### src/rtl/vga_timing_if.sv
// ============================================================================
// Module   : vga_timing_if
// Brief    : VGA timing bundle: counters, syncs, display flags, image address.
// Revision : 1.0
// ============================================================================
`default_nettype none

interface vga_timing_if;
    logic [11:0] H_counter;
    logic [9:0]  V_counter;
    logic        HSYNC;
    logic        VSYNC;
    logic        H_pixel_disp;
    logic        V_pixel_disp;
    logic [13:0] pixel_addr;
    logic        frame_start;

    modport master (
        output H_counter, V_counter, HSYNC, VSYNC,
               H_pixel_disp, V_pixel_disp, pixel_addr, frame_start
    );

    modport slave (
        input  H_counter, V_counter, HSYNC, VSYNC,
               H_pixel_disp, V_pixel_disp, pixel_addr, frame_start
    );
endinterface

`default_nettype wire

### src/rtl/vga_timing_generator.sv
// ============================================================================
// Module   : vga_timing_generator
// Brief    : Free-running 640x480@60 VGA timing with 128x96 frame-buffer address.
// Revision : 1.0
// ============================================================================
`default_nettype none

module vga_timing_generator #(
    parameter int H_DISP        = 2560,
    parameter int H_FP          = 64,
    parameter int H_SYNC        = 384,
    parameter int H_BP          = 192,
    parameter int V_DISP        = 480,
    parameter int V_FP          = 10,
    parameter int V_SYNC        = 2,
    parameter int V_BP          = 29,
    parameter int CLK_PER_COL   = 20,
    parameter int LINES_PER_ROW = 5
) (
    input  logic         clk,
    input  logic         reset,
    vga_timing_if.master vga
);

    localparam int H_TOTAL = H_DISP + H_FP + H_SYNC + H_BP;
    localparam int V_TOTAL = V_DISP + V_FP + V_SYNC + V_BP;
    localparam int COLS    = H_DISP / CLK_PER_COL;
    localparam int ROWS    = V_DISP / LINES_PER_ROW;
    localparam int SUB_W   = (CLK_PER_COL > 1)   ? $clog2(CLK_PER_COL)   : 1;
    localparam int REP_W   = (LINES_PER_ROW > 1) ? $clog2(LINES_PER_ROW) : 1;

    localparam logic [11:0]      H_LAST     = 12'(H_TOTAL - 1);
    localparam logic [11:0]      H_DISP_END = 12'(H_DISP);
    localparam logic [11:0]      HS_START   = 12'(H_DISP + H_FP);
    localparam logic [11:0]      HS_END     = 12'(H_DISP + H_FP + H_SYNC);
    localparam logic [9:0]       V_LAST     = 10'(V_TOTAL - 1);
    localparam logic [9:0]       V_DISP_END = 10'(V_DISP);
    localparam logic [9:0]       VS_START   = 10'(V_DISP + V_FP);
    localparam logic [9:0]       VS_END     = 10'(V_DISP + V_FP + V_SYNC);
    localparam logic [SUB_W-1:0] SUB_LAST   = SUB_W'(CLK_PER_COL - 1);
    localparam logic [REP_W-1:0] REP_LAST   = REP_W'(LINES_PER_ROW - 1);
    localparam logic [6:0]       COL_LAST   = 7'(COLS - 1);
    localparam logic [6:0]       ROW_LAST   = 7'(ROWS - 1);

    logic [11:0]      h_q, h_d;
    logic [9:0]       v_q, v_d;
    logic [SUB_W-1:0] sub_q, sub_d;
    logic [6:0]       col_q, col_d;
    logic [REP_W-1:0] rep_q, rep_d;
    logic [6:0]       row_q, row_d;
    logic             hsync_q, hsync_d;
    logic             vsync_q, vsync_d;
    logic             hdisp_q, hdisp_d;
    logic             vdisp_q, vdisp_d;
    logic [13:0]      addr_q, addr_d;
    logic             fs_q, fs_d;
    logic             h_wrap;
    logic             v_wrap;

    // Counter next-state; col/sub and row/repeat step only inside the display window
    always_comb begin
        h_wrap = (h_q == H_LAST);
        v_wrap = (v_q == V_LAST);
        h_d    = h_wrap ? 12'd0 : h_q + 12'd1;
        v_d    = v_q;
        sub_d  = sub_q;
        col_d  = col_q;
        rep_d  = rep_q;
        row_d  = row_q;

        if (h_wrap) begin
            v_d   = v_wrap ? 10'd0 : v_q + 10'd1;
            sub_d = '0;
            col_d = '0;
        end else if (hdisp_q) begin
            if (sub_q == SUB_LAST) begin
                sub_d = '0;
                col_d = (col_q == COL_LAST) ? 7'd0 : col_q + 7'd1;
            end else begin
                sub_d = sub_q + SUB_W'(1);
            end
        end

        if (h_wrap) begin
            if (v_wrap) begin
                rep_d = '0;
                row_d = '0;
            end else if (vdisp_q) begin
                if (rep_q == REP_LAST) begin
                    rep_d = '0;
                    row_d = (row_q == ROW_LAST) ? 7'd0 : row_q + 7'd1;
                end else begin
                    rep_d = rep_q + REP_W'(1);
                end
            end
        end
    end

    // Outputs decode the next-state counters so they move on the same edge
    always_comb begin
        hsync_d = !((h_d >= HS_START) && (h_d < HS_END));
        vsync_d = !((v_d >= VS_START) && (v_d < VS_END));
        hdisp_d = (h_d < H_DISP_END);
        vdisp_d = (v_d < V_DISP_END);
        addr_d  = {row_d, col_d};
        fs_d    = (h_d == H_LAST) && (v_d == V_LAST);
    end

    always_ff @(posedge clk or posedge reset) begin
        if (reset) begin
            h_q     <= '0;
            v_q     <= '0;
            sub_q   <= '0;
            col_q   <= '0;
            rep_q   <= '0;
            row_q   <= '0;
            hsync_q <= 1'b1;
            vsync_q <= 1'b1;
            hdisp_q <= 1'b1;
            vdisp_q <= 1'b1;
            addr_q  <= '0;
            fs_q    <= 1'b0;
        end else begin
            h_q     <= h_d;
            v_q     <= v_d;
            sub_q   <= sub_d;
            col_q   <= col_d;
            rep_q   <= rep_d;
            row_q   <= row_d;
            hsync_q <= hsync_d;
            vsync_q <= vsync_d;
            hdisp_q <= hdisp_d;
            vdisp_q <= vdisp_d;
            addr_q  <= addr_d;
            fs_q    <= fs_d;
        end
    end

    assign vga.H_counter    = h_q;
    assign vga.V_counter    = v_q;
    assign vga.HSYNC        = hsync_q;
    assign vga.VSYNC        = vsync_q;
    assign vga.H_pixel_disp = hdisp_q;
    assign vga.V_pixel_disp = vdisp_q;
    assign vga.pixel_addr   = addr_q;
    assign vga.frame_start  = fs_q;

endmodule

`default_nettype wire

### src/flat_wrapper.sv
// flat-port wrapper written by rule: the top's interface ports become plain ports
module vga_timing_generator_flat 
#(
    parameter int H_DISP        = 2560,
    parameter int H_FP          = 64,
    parameter int H_SYNC        = 384,
    parameter int H_BP          = 192,
    parameter int V_DISP        = 480,
    parameter int V_FP          = 10,
    parameter int V_SYNC        = 2,
    parameter int V_BP          = 29,
    parameter int CLK_PER_COL   = 20,
    parameter int LINES_PER_ROW = 5
)
  (clk, reset, vga_H_counter, vga_V_counter, vga_HSYNC, vga_VSYNC, vga_H_pixel_disp, vga_V_pixel_disp, vga_pixel_addr, vga_frame_start);
  vga_timing_if vga_i ();
  input  logic clk;
  input  logic reset;
  output wire logic [$bits(vga_i.H_counter)-1:0] vga_H_counter;
  output wire logic [$bits(vga_i.V_counter)-1:0] vga_V_counter;
  output wire logic [$bits(vga_i.HSYNC)-1:0] vga_HSYNC;
  output wire logic [$bits(vga_i.VSYNC)-1:0] vga_VSYNC;
  output wire logic [$bits(vga_i.H_pixel_disp)-1:0] vga_H_pixel_disp;
  output wire logic [$bits(vga_i.V_pixel_disp)-1:0] vga_V_pixel_disp;
  output wire logic [$bits(vga_i.pixel_addr)-1:0] vga_pixel_addr;
  output wire logic [$bits(vga_i.frame_start)-1:0] vga_frame_start;
  assign vga_H_counter = vga_i.H_counter;
  assign vga_V_counter = vga_i.V_counter;
  assign vga_HSYNC = vga_i.HSYNC;
  assign vga_VSYNC = vga_i.VSYNC;
  assign vga_H_pixel_disp = vga_i.H_pixel_disp;
  assign vga_V_pixel_disp = vga_i.V_pixel_disp;
  assign vga_pixel_addr = vga_i.pixel_addr;
  assign vga_frame_start = vga_i.frame_start;
  vga_timing_generator #(.H_DISP(H_DISP), .H_FP(H_FP), .H_SYNC(H_SYNC), .H_BP(H_BP), .V_DISP(V_DISP), .V_FP(V_FP), .V_SYNC(V_SYNC), .V_BP(V_BP), .CLK_PER_COL(CLK_PER_COL), .LINES_PER_ROW(LINES_PER_ROW)) u_core (.clk(clk), .reset(reset), .vga(vga_i));
endmodule
### config.mk
export PLATFORM = sky130hd
export DESIGN_NAME = vga_timing_generator_flat
export DESIGN_NICKNAME = d
export VERILOG_FILES = /design/src/rtl/vga_timing_if.sv /design/src/rtl/vga_timing_generator.sv /design/src/flat_wrapper.sv
export SDC_FILE = /design/constraint.sdc
export NUM_CORES = 1
export LEC_CHECK = 0
export CAP_MARGIN = 30
export CORE_UTILIZATION = 33
export DETAILED_ROUTE_END_ITERATION = 6
export GPL_TIMING_DRIVEN = 0
export HOLD_SLACK_MARGIN = 0.12
export PLACE_DENSITY_LB_ADDON = 0.08
export SLEW_MARGIN = 20
export SYNTH_ARGS = -nofsm -noshare
export SYNTH_HDL_FRONTEND = slang
export SYNTH_SLANG_ARGS = --single-unit
### constraint.sdc
create_clock -name clk -period 2.74 [get_ports clk]
set_input_delay 0.274 -clock clk [delete_from_list [all_inputs] [get_ports clk]]
set_output_delay 0.274 -clock clk [all_outputs]
set_load 0.02 [all_outputs]
==> impl.org <==
** CTS
- TritonCTS built the clock tree.
- Clock latency on the worst-skew pair, taken at its later pin, is around 310 ps.
- Buffers inserted during clock tree synthesis total 5.
- Buffers inserted to repair hold after CTS numbered 0.
- The H-tree was split into 2 levels.
- Bufs on Longest Clock Path :: 2
- Root buffer selected by CTS :: sky130_fd_sc_hd__clkbuf_8
- After clock tree synthesis, the repair step resized 0 gates.
- Clock-pin slew was measured on the worst setup and hold paths at about 100 ps.
- Post-CTS setup buffers :: 0
- Number of sinks handled by clock tree synthesis :: 49

** Final layout
- Register Area :: 0.00123 sq mm
- From synthesis to final layout, the design area changed by 25.3%.
- The repair_antennas step left the layout with diodes totalling 0.
- Fill cells in the final layout number 760.
- In the layout the commonest cells are 45 x sky130_fd_sc_hd__dfrtp_1, 42 x sky130_fd_sc_hd__clkdlybuf4s50_1, 30 x sky130_fd_sc_hd__nand2_1, 19 x sky130_fd_sc_hd__nor2_1.
- The library cell used most frequently in the layout, excluding fill and tap cells, is sky130_fd_sc_hd__dfrtp_1.
- Cells with a size suffix above 1 make up 8.72% of the layout.
- Number of nets in the layout :: around 330
- Footprint of the multi-input gates :: 0.00129 sq mm
- Cell area after layout :: 0.00331 sq mm

** Worst setup path
- Kind of launch point of the worst setup path :: flop
- Worst Path Class, Setup :: flop to flop
- Most frequent cell on the critical path :: sky130_fd_sc_hd__nor4_2
- In this run the worst path has a maximum fanout of 7.
- Sum of buffers and inverters on the critical path :: 1
- STA classifies the critical path endpoint as a flop.
- The endpoint identified for the worst register-to-register timing path is u_core.vga.frame_start.
- The slowest stage of the critical path is the sky130_fd_sc_hd__nor4_2 cell.
- Beginning of the worst register-to-register path :: u_core.vga.V_counter[0]
- Walking the worst path, the cells encountered are inv_1 -> ha_1 -> nand4b_1 -> nor4_2 -> o211ai_1 -> a32oi_1 -> nand2_1 -> nor4_2.
- At the worst endpoint, the arrival time is between 2000 and 3000 ps.
- Crit path max-delay family :: simple AND/OR/NAND/NOR gates
- Worst Reg2Reg Path Length in Cells :: 8
- The worst register-to-register path has a setup slack of 400 ps.
- Worst EP required :: between 2000 and 3000 ps
- For this run, the slowest stage of the critical path takes 630 ps.

** Timing
- Period Utilization, post-route :: 85.3%
- Setup repair after global routing left no endpoint under its margin.
- On the final layout, the worst clock skew is just over 10 ps.
- Maximum clock frequency :: around 430 MHz
- Setup violations remaining at the end of the flow were counted as 0.
- Number of failing hold endpoints at the final stage :: 0
- In the post-route analysis, the smallest setup slack over all paths is 403 ps.
- The max-slew violation total from the final report was 0.
- Total negative slack :: 0 ps
- Worst Max-Slew Pin Slew :: 717 ps
- Post-route minimum period :: 2340 ps
- The worst pin sits at a relative slew slack of 51.8%.

** Route
- The pre-antenna-repair detailed-routing pass consisted of 4 iterations.
- Vias per cell :: 5.09
- Via count :: 2152
- The detailed router finished its first iteration with 50 violations.
- For this run, design rule violations remaining after detail routing come to 0.
- The count of nets left with antenna violations once routing finished came out at 0.
- After detailed routing, the average wire length per cell comes to 13.9 um.
- After detailed routing, the total wire length is 5.89 mm.

** Global routing
- The initial antenna violation count was 0.
- Across every metal layer, demand over resource in global routing totals 15.7%.
- The first global-routing pass estimated 10.3 mm of wire.
- Overflow left after global routing :: 0
- Number of global-route vias before repair :: 2140
- Maximum number of pins on one net before global-route repair :: 50

** Placement
- Global placement routability congestion :: 0.764
- The HPWL after detailed placement is 4.10 mm.
- Port buffering added 42 buffers.
- Minimum setup slack after placement :: 379 ps
- After detailed placement, the total cell area comes to roughly 0.0032 sq mm.

** Die
- Horizontal die dimension :: between 90 and 100 um
- Total die area :: 0.00836 sq mm
- 43 I/O pins were placed.
- Die height :: about 91 um
- Number of placement rows :: 32
- After floorplanning, the core was sized to cover 0.00773 sq mm.
- Once the floorplan was initialized, standard cells occupied between 30% and 40% of the core.

** Logic synthesis
- Counting flops with an async set or reset pin after synthesis yields a share of 100%.
- Cell area after technology mapping :: approximately 0.0026 sq mm
- Number of distinct library cells after synthesis :: 52
- The average instance in the mapped netlist occupies slightly below 10 sq um.
- Cell count after synthesis :: 271
- Yosys Warn Count :: 0
- Count of state elements after synthesis :: 49
- Of the synthesized area, sequential elements account for roughly 47%.
- The number of nets in the synthesized netlist is 282.
- Number of enable-type register cells in the synthesized netlist :: 0
- Synth Flop Type :: sky130_fd_sc_hd__dfrtp_1

** Min path
- HP Class :: input port to async pin

** Flow run
- The tool flagged a number of max-cap violations equal to 0.

** Power
- Max VDD drop :: roughly 170 uV
- Static leakage :: 1.43 nW
- In this run the power density over the cells is between 300 and 400 mW/mm^2.

** Status
- The flow ran to the end, and the final reports show no timing, DRC or antenna violations.
## logic make-up (layout without fill, tap and decap cells)
group,after synthesis,after routing,share of synthesized area [%]
DFF,49,49,46.6
AOI/OAI and AO/OA,49,49,12.2
muxes,4,4,1.52
buffers and inverters,24,74,4.41
and+or+nand+nor,120,120,25.6
xor gates and xnor gates,16,16,5.31
adders and majority gates,9,9,4.27
## cells in the mapped netlist (5+ instances only)
cell | instances | area (sq um)
sky130_fd_sc_hd__xor2_1 | 9 | 78.8
sky130_fd_sc_hd__a21oi_1 | 10 | 50.1
sky130_fd_sc_hd__o21ai_1 | 6 | 30.0
sky130_fd_sc_hd__nand4_1 | 15 | 93.8
sky130_fd_sc_hd__o21ai_0 | 15 | 75.1
sky130_fd_sc_hd__inv_1 | 17 | 63.8
sky130_fd_sc_hd__ha_1 | 9 | 113
sky130_fd_sc_hd__dfrtp_1 | 45 | 1130
sky130_fd_sc_hd__and3_1 | 5 | 31.3
sky130_fd_sc_hd__nor2_1 | 19 | 71.3
sky130_fd_sc_hd__nand3_1 | 16 | 80.1
sky130_fd_sc_hd__xnor2_1 | 7 | 61.3
sky130_fd_sc_hd__nand2_1 | 30 | 113
## stage by stage
| step | util [%] | std cells | hold slack [ps] | power (mW) |
|---|---|---|---|---|
| finish | 42.8 | 423 | 412 | 1.29 |
| global route | 42.8 | 423 | 475 | 1.34 |
| detailed placement | 41.3 | 415 | 489 | 0.755 |
| CTS | 42.8 | 423 | 437 | 1.31 |
| global placement | 41.3 | 415 | 482 | 0.754 |
| floorplan | - | 271 | 460 | 0.747 |
## cell type report
| class | instances | area share, % |
|---|---|---|
| well taps | 102 | 3.86 |
| clock inverters | 1 | 0.908 |
| clock buffers | 7 | 2.61 |
| multi-input cells | 198 | 39.1 |
| inverters | 17 | 2.01 |
| flip-flops and latches | 49 | 37.2 |
| plain buffers | 7 | 1.59 |
| repair buffers | 42 | 12.7 |
## power breakdown
group / internal, mW / leakage (nW) / switching [mW]
Combinational: 0.00158 / 0.723 / 0.0147
Clock: 0.298 / 0.0585 / 0.253
Sequential: 0.723 / 0.647 / 0
Total: 1.02 / 1.43 / 0.267
## sequential cells by signal, summed over array words and instances (netlist names)
name and flops:
u_core.vga.H_counter 12, u_core.vga.HSYNC 1, u_core.row_q 6, u_core.sub_q 5
u_core.vga.frame_start 1, u_core.col_q 6, u_core.vga.V_pixel_disp 1, u_core.rep_q 3
u_core.vga.V_counter 10, u_core.vga.VSYNC 1, u_core.vga.H_pixel_disp 1, u_core.vga.pixel_addr 2
## worst max path at each step
stage | from | end | depth (start not counted)
6_report | u_core.vga.V_counter[0] | u_core.vga.frame_start | 8
5_1_grt | u_core.vga.V_counter[0] | u_core.vga.frame_start | 8
4_1_cts | u_core.vga.V_counter[0] | u_core.vga.frame_start | 8
3_5_place_dp | u_core.vga.V_counter[0] | u_core.vga.frame_start | 8
3_3_place_gp | reset | u_core.vga.V_counter[6] | 2
2_1_floorplan | u_core.vga.H_counter[0] | u_core.col_q[5] | 8
## per-layer routing
metal  GRT usage [%]  share of wire (%)  vias to the layer above
li1                -                  -                     1071
met1            20.9                 50                     1029
met2            24.7                 45                       44
met3            3.43                3.5                        8
met4            5.82                1.7                        0
met5               0                  0                        -
Power figures use the tool's default switching activity.
